===== config.mk =====
export PLATFORM = sky130hd
export DESIGN_NAME = countdown_timer_mmss_flat
export DESIGN_NICKNAME = d
export VERILOG_FILES = /design/src/rtl/countdown_timer_mmss_if.sv /design/src/rtl/countdown_timer_mmss.sv /design/src/flat_wrapper.sv
export SDC_FILE = /design/constraint.sdc
export NUM_CORES = 1
export LEC_CHECK = 0
export CAP_MARGIN = 20
export CORE_UTILIZATION = 30
export CTS_CLUSTER_SIZE = 8
export DETAILED_ROUTE_END_ITERATION = 16
export HOLD_SLACK_MARGIN = 0.08
export PLACE_DENSITY_LB_ADDON = 0.15
export SYNTH_ARGS = -nofsm -noshare
export SYNTH_HDL_FRONTEND = slang
export SYNTH_SLANG_ARGS = --single-unit

===== constraint.sdc =====
create_clock -name clk -period 1.8 [get_ports clk]
set_clock_uncertainty 0.1 [all_clocks]
set_input_delay 0.36 -clock clk [delete_from_list [all_inputs] [get_ports clk]]
set_output_delay 0.36 -clock clk [all_outputs]
set_load 0.03 [all_outputs]

===== src/rtl/countdown_timer_mmss_if.sv =====
// Control and digit bundle for the MM:SS countdown timer.
// master: controller/bench side (drives tick/load/start/stop/ack and the ld_* digits).
// slave:  timer side (drives the current digits and the running/done/expired flags).
interface countdown_timer_mmss_if;
   logic       tick;
   logic       load;
   logic [3:0] ld_min_t;
   logic [3:0] ld_min_o;
   logic [3:0] ld_sec_t;
   logic [3:0] ld_sec_o;
   logic       start;
   logic       stop;
   logic       ack;
   logic [3:0] min_t;
   logic [3:0] min_o;
   logic [3:0] sec_t;
   logic [3:0] sec_o;
   logic       running;
   logic       done;
   logic       expired;

   modport master (
      output tick, load, start, stop, ack,
      output ld_min_t, ld_min_o, ld_sec_t, ld_sec_o,
      input  min_t, min_o, sec_t, sec_o,
      input  running, done, expired
   );

   modport slave (
      input  tick, load, start, stop, ack,
      input  ld_min_t, ld_min_o, ld_sec_t, ld_sec_o,
      output min_t, min_o, sec_t, sec_o,
      output running, done, expired
   );
endinterface


===== src/rtl/countdown_timer_mmss.sv =====
// BCD MM:SS down-counter for the alarm countdown/snooze function.
// Ports: clk, rst (sync, active-high), bus (slave): tick/load/start/stop/ack,
//   ld_* load digits in; min_t/min_o/sec_t/sec_o digits and
//   running/done/expired flags out, all registered.
module countdown_timer_mmss #(
   parameter int MIN_TENS_MAX = 9
) (
   input logic                   clk,
   input logic                   rst,
   countdown_timer_mmss_if.slave bus
);

   localparam logic [1:0] S_IDLE    = 2'd0;
   localparam logic [1:0] S_RUN     = 2'd1;
   localparam logic [1:0] S_PAUSE   = 2'd2;
   localparam logic [1:0] S_EXPIRED = 2'd3;

   localparam logic [3:0] MT_MAX = 4'(MIN_TENS_MAX);

   logic [1:0] state_q, state_d;
   logic [3:0] mt_q, mo_q, st_q, so_q;
   logic [3:0] mt_d, mo_d, st_d, so_d;
   logic       done_q, done_d;
   logic       running_q;
   logic       expired_q;

   // One-second decrement with BCD borrow chain
   logic [3:0] mt_dec, mo_dec, st_dec, so_dec;
   logic       b_so, b_st, b_mo;
   logic       cnt_zero;
   logic       dec_zero;

   function automatic logic [3:0] clamp(
      input logic [3:0] v,
      input logic [3:0] lim
   );
      return (v > lim) ? lim : v;
   endfunction

   assign cnt_zero = (mt_q == 4'd0) && (mo_q == 4'd0) &&
                     (st_q == 4'd0) && (so_q == 4'd0);

   always_comb begin
      b_so   = (so_q == 4'd0);
      so_dec = b_so ? 4'd9 : so_q - 4'd1;
      b_st   = b_so && (st_q == 4'd0);
      st_dec = st_q;
      if (b_so)
         st_dec = (st_q == 4'd0) ? 4'd5 : st_q - 4'd1;
      b_mo   = b_st && (mo_q == 4'd0);
      mo_dec = mo_q;
      if (b_st)
         mo_dec = (mo_q == 4'd0) ? 4'd9 : mo_q - 4'd1;
      // Never decremented at 00:00, so min_t cannot underflow here
      mt_dec = b_mo ? mt_q - 4'd1 : mt_q;
   end

   assign dec_zero = (mt_dec == 4'd0) && (mo_dec == 4'd0) &&
                     (st_dec == 4'd0) && (so_dec == 4'd0);

   // Priority: load > ack > stop > start > tick; inputs that do not
   // apply to the current state fall through without effect.
   always_comb begin
      state_d = state_q;
      mt_d    = mt_q;
      mo_d    = mo_q;
      st_d    = st_q;
      so_d    = so_q;
      done_d  = 1'b0;
      if (bus.load) begin
         mt_d    = clamp(bus.ld_min_t, MT_MAX);
         mo_d    = clamp(bus.ld_min_o, 4'd9);
         st_d    = clamp(bus.ld_sec_t, 4'd5);
         so_d    = clamp(bus.ld_sec_o, 4'd9);
         state_d = S_IDLE;
      end else begin
         unique case (state_q)
            S_IDLE: begin
               if (bus.start && !cnt_zero)
                  state_d = S_RUN;
            end
            S_RUN: begin
               if (bus.stop) begin
                  state_d = S_PAUSE;
               end else if (bus.tick) begin
                  mt_d = mt_dec;
                  mo_d = mo_dec;
                  st_d = st_dec;
                  so_d = so_dec;
                  if (dec_zero) begin
                     state_d = S_EXPIRED;
                     done_d  = 1'b1;
                  end
               end
            end
            S_PAUSE: begin
               if (bus.start)
                  state_d = S_RUN;
            end
            S_EXPIRED: begin
               if (bus.ack)
                  state_d = S_IDLE;
            end
            default: state_d = S_IDLE;
         endcase
      end
   end

   always_ff @(posedge clk) begin
      if (rst) begin
         state_q   <= S_IDLE;
         mt_q      <= 4'd0;
         mo_q      <= 4'd0;
         st_q      <= 4'd0;
         so_q      <= 4'd0;
         done_q    <= 1'b0;
         running_q <= 1'b0;
         expired_q <= 1'b0;
      end else begin
         state_q   <= state_d;
         mt_q      <= mt_d;
         mo_q      <= mo_d;
         st_q      <= st_d;
         so_q      <= so_d;
         done_q    <= done_d;
         running_q <= (state_d == S_RUN);
         expired_q <= (state_d == S_EXPIRED);
      end
   end

   assign bus.min_t   = mt_q;
   assign bus.min_o   = mo_q;
   assign bus.sec_t   = st_q;
   assign bus.sec_o   = so_q;
   assign bus.running = running_q;
   assign bus.done    = done_q;
   assign bus.expired = expired_q;

endmodule


===== src/flat_wrapper.sv =====
// flat-port wrapper written by rule: the top's interface ports become plain ports
module countdown_timer_mmss_flat 
#(
   parameter int MIN_TENS_MAX = 9
)
  (clk, rst, bus_tick, bus_load, bus_start, bus_stop, bus_ack, bus_ld_min_t, bus_ld_min_o, bus_ld_sec_t, bus_ld_sec_o, bus_min_t, bus_min_o, bus_sec_t, bus_sec_o, bus_running, bus_done, bus_expired);
  countdown_timer_mmss_if bus_i ();
  input logic clk;
  input logic rst;
  input wire logic [$bits(bus_i.tick)-1:0] bus_tick;
  input wire logic [$bits(bus_i.load)-1:0] bus_load;
  input wire logic [$bits(bus_i.start)-1:0] bus_start;
  input wire logic [$bits(bus_i.stop)-1:0] bus_stop;
  input wire logic [$bits(bus_i.ack)-1:0] bus_ack;
  input wire logic [$bits(bus_i.ld_min_t)-1:0] bus_ld_min_t;
  input wire logic [$bits(bus_i.ld_min_o)-1:0] bus_ld_min_o;
  input wire logic [$bits(bus_i.ld_sec_t)-1:0] bus_ld_sec_t;
  input wire logic [$bits(bus_i.ld_sec_o)-1:0] bus_ld_sec_o;
  output wire logic [$bits(bus_i.min_t)-1:0] bus_min_t;
  output wire logic [$bits(bus_i.min_o)-1:0] bus_min_o;
  output wire logic [$bits(bus_i.sec_t)-1:0] bus_sec_t;
  output wire logic [$bits(bus_i.sec_o)-1:0] bus_sec_o;
  output wire logic [$bits(bus_i.running)-1:0] bus_running;
  output wire logic [$bits(bus_i.done)-1:0] bus_done;
  output wire logic [$bits(bus_i.expired)-1:0] bus_expired;
  assign bus_i.tick = bus_tick;
  assign bus_i.load = bus_load;
  assign bus_i.start = bus_start;
  assign bus_i.stop = bus_stop;
  assign bus_i.ack = bus_ack;
  assign bus_i.ld_min_t = bus_ld_min_t;
  assign bus_i.ld_min_o = bus_ld_min_o;
  assign bus_i.ld_sec_t = bus_ld_sec_t;
  assign bus_i.ld_sec_o = bus_ld_sec_o;
  assign bus_min_t = bus_i.min_t;
  assign bus_min_o = bus_i.min_o;
  assign bus_sec_t = bus_i.sec_t;
  assign bus_sec_o = bus_i.sec_o;
  assign bus_running = bus_i.running;
  assign bus_done = bus_i.done;
  assign bus_expired = bus_i.expired;
  countdown_timer_mmss #(.MIN_TENS_MAX(MIN_TENS_MAX)) u_core (.clk(clk), .rst(rst), .bus(bus_i));
endmodule

==> results of run 1 <==
==> worst reg2reg max path, delay by kind of cell, from the launching register on <==
family / cells / cell delay, ns
flip-flops: 1 / 0.36
AND/OR/NAND/NOR: 2 / 0.97
AO/OA/AOI/OAI: 1 / 0.30
==> flip-flops by register name, indices dropped and copies added, names as in the netlist <==
| signal | cells |
|---|---|
| u_core.bus.done | 1 |
| u_core.bus.sec_o | 4 |
| u_core.bus.sec_t | 4 |
| u_core.bus.expired | 1 |
| u_core.bus.min_o | 4 |
| u_core.bus.running | 1 |
| u_core.bus.min_t | 4 |
| u_core.state_q | 2 |
==> path summary, 6_finish.rpt <==
| check | startpoint | end | slack [ns] | depth (start not counted) |
|---|---|---|---|---|
| worst max register to register | u_core.bus.sec_t[0] | u_core.bus.sec_t[3] | -0.04 | 3 |
| worst min register to register | u_core.bus.sec_t[3] | u_core.bus.sec_t[3] | 0.41 | 1 |
| worst max-delay path | u_core.bus.sec_t[0] | u_core.bus.sec_t[3] | -0.04 | 3 |
| worst min-delay path | u_core.bus.sec_t[3] | u_core.bus.sec_t[3] | 0.41 | 1 |
==> synthesized netlist by cell type, drive strengths merged (3+ instances only) <==
library cell / count / area [um^2]
clkbuf: 3 / 11.3
nor4: 9 / 108
nand2: 8 / 30.0
xnor2: 3 / 26.3
a211oi: 6 / 45.0
a21oi: 3 / 15.0
nand4: 3 / 25.0
nor2: 14 / 52.6
a31oi: 3 / 18.8
a311oi: 3 / 26.3
nand2b: 5 / 31.3
nor3: 9 / 50.1
dfxtp: 21 / 420
o21ai: 8 / 40.0
or4: 5 / 41.3
inv: 7 / 26.3
==> cell families (layout without fill, tap and decap cells) <==
kind of cell,Yosys count,after routing,share of synthesized area (%)
simple gates,66,66,36.1
fa+ha+maj,1,1,0.999
flops,21,21,33.6
compound gates,37,37,21.7
mux,2,2,1.60
xor+xnor,3,3,2.10
buf+inv,12,87,4.00
==> stage by stage <==
step,cell area [um^2],instances
global placement,1920,255
CTS,2050,265
finish,2100,267
detailed placement,1920,255
floorplan,1270,142
global route,2100,267
==> what timing repair did <==
| item | CTS | global route |
|---|---|---|
| gates resized for setup | 27 | 14 |
| endpoints found under the setup margin | 28 | 20 |
| buffers inserted | 6 | 2 |
| pin swaps | 14 | 13 |
| hold buffers | 0 | 0 |
==> cell type report <==
class / count / area, um^2 / area share [%]
clock buffers: 4 / 45.0 / 2.14
inverters: 7 / 26.3 / 1.25
well taps: 50 / 62.6 / 2.97
flip-flops and latches: 21 / 434 / 20.6
multi-input cells: 109 / 853 / 40.5
repair buffers: 76 / 683 / 32.5
==> per-layer routing <==
layer  vias up  GRT usage [%]  wire, um  part of all wire (%)
met4         0           7.18        41                   1.1
met3         5           5.82       220                   5.6
met2        41           32.1      1930                    49
met5         -              0         0                     0
met1       653           24.4      1710                    44
li1        701              -         -                     -
==> where the power goes <==
group | total (uW) | leakage, uW | internal, uW | switching, uW
combinational | 394 | 0.000671 | 198 | 196
sequential | 521 | 0.000176 | 489 | 31.3
clock | 316 | 0.0000228 | 158 | 158
total | 1230 | 0.000869 | 845 | 385
==> run_results.csv, run 1 <==
group,metric,value,unit
finish,final_common_cell,"buf_4",
run,drv_cap,0,
setup_path,critPathRequiredTime,1.85,ns
setup_path,crit_slowest_cell,"or4_4",
timing,tightest_slew,0.407,ns
synth,synth_edf_count,0,
timing,rsz0062_at_grt,"true",
timing,worst_slack,-0.0428,ns
timing,period_share,102,%
finish,utilization,52.6,%
timing,period_needed,1.84,ns
finish,diodes,0,
cts,ctsHtreeMaxLevel,1,
placement,numPortBuffers,41,
drt,drcViolationCount,0,
synth,synthFlopType,"dfxtp_1",
setup_path,critical_path_buf_inv_count,0,
finish,drive_gt1_share,33.6,%
cts,clk-insertion-delay-late,0.26,ns
timing,fmax,0.543,GHz
global_routing,grt_max_degree,15,
cts,cts_buffers,3,
die,core,4000,um^2
synth,yosysSeqAreaShare,33.6,%
global_routing,grt_first_pass_wirelength,6.60,mm
power,ir_worst_vdd,0.403,mV
synth,syn-num-nets,166,
die,num_rows,23,
finish,fin_nets,242,
synth,synthArstFlopShare,0,%
global_routing,antenna_found_initial,0,
die,ios,42,
setup_path,max_stage_delay,0.60,ns
synth,yosys.cell_types.count,47,
finish,layout_common_cells,"31 x buf_4, 23 x clkdlybuf4s50_1, 14 x dfxtp_1",
drt,via_count,1400,
drt,vias_per_cell,5.24,
placement,place_ws,-0.439,ns
status,status,"complete, but fails checks",
global_routing,grt_pass1_vias,1369,
drt,antenna_left,0,
placement,dpl.hpwl,2.98,mm
setup_path,worstSetupEndpointType,"flip-flop",
timing,finalSetupTns,-0.0778,ns
die,start_util,31.3,%
setup_path,worstPathCellList,"or4_4 -> or3_4 -> o311a_1",
drt,drt_iter0_drc,41,
power,power_density,585,nW/um^2
setup_path,critPathTopFamily,"simple AND/OR/NAND/NOR gates",
hold_path,min_path_type,"reg -> reg",
synth,synth_warnings,0,
cts,cts.path.max_buffers,2,
power,fin_total_pwr,1230,uW
timing,slew_headroom,72.6,%
drt,wl_per_cell,14.6,um
cts,cts_tree,"yes",
die,dieWidth,66.6,um
timing,whs,0.407,ns
synth,syn_avg_cell_area,8.82,um^2
drt,routed_wl,3.90,mm
die,die_area,4440,um^2
cts,clkSinkCount,21,
global_routing,gr-total-overflow,0,
timing,hold_viol_final,0,
cts,clkTransAtPathRegs,0.08,ns
timing,report.final.slew_viol_count,0,
die,die_h,66.6,um
timing,setup_viol,3,
setup_path,worstSetupPathType,"reg -> reg",
status,violations,"setup timing",
setup_path,startpoint_type,"flip-flop",
setup_path,arrival,1.89,ns
cts,cts-root-buf,"clkbuf_8",
setup_path,crit_fanout,5,
synth,ys_seq_elements,21,
finish,nFillCells,383,
placement,gp_congestion,0.874,
finish,syn_to_final_growth,68.0,%
synth,syn_area,1250,um^2
global_routing,grt_usage,19.7,%
drt,first_pass_iters,4,
power,p_leak,0.000869,uW
synth,synthCells,142,
(Power assumes the default switching activity.)
==> run 2, diff against run 1 <==
Settings changed: MAX_ROUTING_LAYER set to met4.
==> run_results.csv, run 2 (synthesized netlist as in run 1, its figures left out) <==
group,metric,value,unit
cts,cts_hold_buf,0,
placement,numPortBuffers,41,
cts,cts-root-buf,"clkbuf_8",
setup_path,startpoint_type,"flip-flop",
setup_path,crit_slowest_cell,"or4_4",
drt,first_pass_iters,4,
timing,whs,0.407,ns
cts,clkTransAtPathRegs,0.08,ns
cts,cts_tree,"yes",
die,die_area,4440,um^2
drt,routed_wl,3.92,mm
finish,syn_to_final_growth,67.4,%
drt,vias_per_cell,5.24,
cts,cts_buffers,3,
global_routing,grt_usage,20.2,%
setup_path,crit_fanout,5,
die,start_util,31.3,%
timing,worst_slack,-0.0590,ns
drt,drt_iter0_drc,53,
timing,rsz0062_at_grt,"true",
run,drv_cap,0,
setup_path,arrival,1.91,ns
timing,period_share,103,%
die,num_rows,23,
timing,tightest_slew,0.411,ns
placement,dpl.hpwl,2.98,mm
setup_path,worstPathCellList,"or4_4 -> or3_4 -> o311a_1",
power,ir_worst_vdd,0.407,mV
die,die_h,66.6,um
die,ios,42,
cts,ctsHtreeMaxLevel,1,
setup_path,max_stage_delay,0.58,ns
drt,via_count,1395,
timing,hold_viol_final,0,
timing,fmax,0.538,GHz
setup_path,critical_path_buf_inv_count,0,
cts,clkSinkCount,21,
power,power_density,587,nW/um^2
setup_path,worstSetupPathType,"reg -> reg",
cts,clk-insertion-delay-late,0.26,ns
finish,diodes,0,
setup_path,worstSetupEndpointType,"flip-flop",
cts,cts.path.max_buffers,2,
drt,antenna_left,0,
placement,placed_cells,255,
power,p_leak,0.000859,uW
timing,slew_headroom,72.4,%
drt,drcViolationCount,0,
global_routing,grt_first_pass_wirelength,6.59,mm
finish,fin_nets,241,
die,core,4000,um^2
global_routing,grt_pass1_vias,1371,
setup_path,critPathRequiredTime,1.85,ns
global_routing,grt_max_degree,15,
status,violations,"setup timing",
finish,layout_common_cells,"30 x buf_4, 23 x clkdlybuf4s50_1, 15 x dfxtp_1",
global_routing,antenna_found_initial,0,
drt,wl_per_cell,14.8,um
finish,drive_gt1_share,32.4,%
timing,report.final.slew_viol_count,0,
hold_path,min_path_type,"reg -> reg",
global_routing,gr-total-overflow,0,
finish,fin_cells,266,
timing,period_needed,1.86,ns
finish,final_common_cell,"buf_4",
timing,setup_viol,1,
die,dieWidth,66.6,um
setup_path,critPathTopFamily,"simple AND/OR/NAND/NOR gates",
placement,gp_congestion,0.888,
status,status,"complete, but fails checks",
run 2: cell types whose count changed in the layout (fill, tap and decap cells not counted):
| cell | change |
|---|---|
| dfxtp_1 | +1 |
| or4_1 | +1 |
| buf_4 | -1 |
| or4_4 | -1 |
| nor2_2 | -1 |
| dfxtp_2 | -1 |
| nor2_4 | +1 |
run 2: cell type report:
cell class | instances | area [um^2]
clock buffers | 4 | 45.0
fillers | 381 | 1900
inverters | 7 | 26.3
multi-input cells | 109 | 855
flip-flops and latches | 21 | 433
well taps | 50 | 62.6
repair buffers | 75 | 676
run 2: layer usage:
layer  part of all wire, %  global-route usage, %  vias up
met5                     0                      -        -
met4                   1.0                   7.18        0
met3                   4.5                   5.48        5
met2                    50                   32.1       36
met1                    45                   24.5      652
li1                      -                      -      702
run 2: worst paths after layout:
path / from / to / slack [ns] / cells after the start
setup / recovery: u_core.bus.sec_t[0] / u_core.bus.sec_t[3] / -0.06 / 3
setup reg to reg: u_core.bus.sec_t[0] / u_core.bus.sec_t[3] / -0.06 / 3
hold reg to reg: u_core.bus.sec_t[3] / u_core.bus.sec_t[3] / 0.41 / 1
hold / removal: u_core.bus.sec_t[3] / u_core.bus.sec_t[3] / 0.41 / 1
run 2: where the power goes:
part / internal (uW) / switching [uW] / total [uW]
Clock: 158 / 159 / 317
Sequential: 489 / 31.5 / 521
Combinational: 196 / 197 / 393
run 2: repair_timing:
| item | in CTS | in global routing |
|---|---|---|
| pin swaps | 14 | 16 |
| buffers inserted | 6 | 2 |
| gates resized for setup | 27 | 13 |
| setup endpoints to repair | 28 | 20 |
run 2: per-stage QoR:
step,worst slack (ns),instance area (um^2),total power [uW],util (%),setup TNS [ns]
final,-0.0590,2100,1230,52.4,-0.0590
after global routing,-0.0845,2100,1300,52.4,-0.397
after CTS,-0.0361,2050,1220,51.1,-0.0459
after detailed placement,-0.439,1920,899,48.0,-5.51
after global placement,-0.369,1920,895,48.0,-4.69
after floorplan,-0.0205,1270,710,-,-0.0205
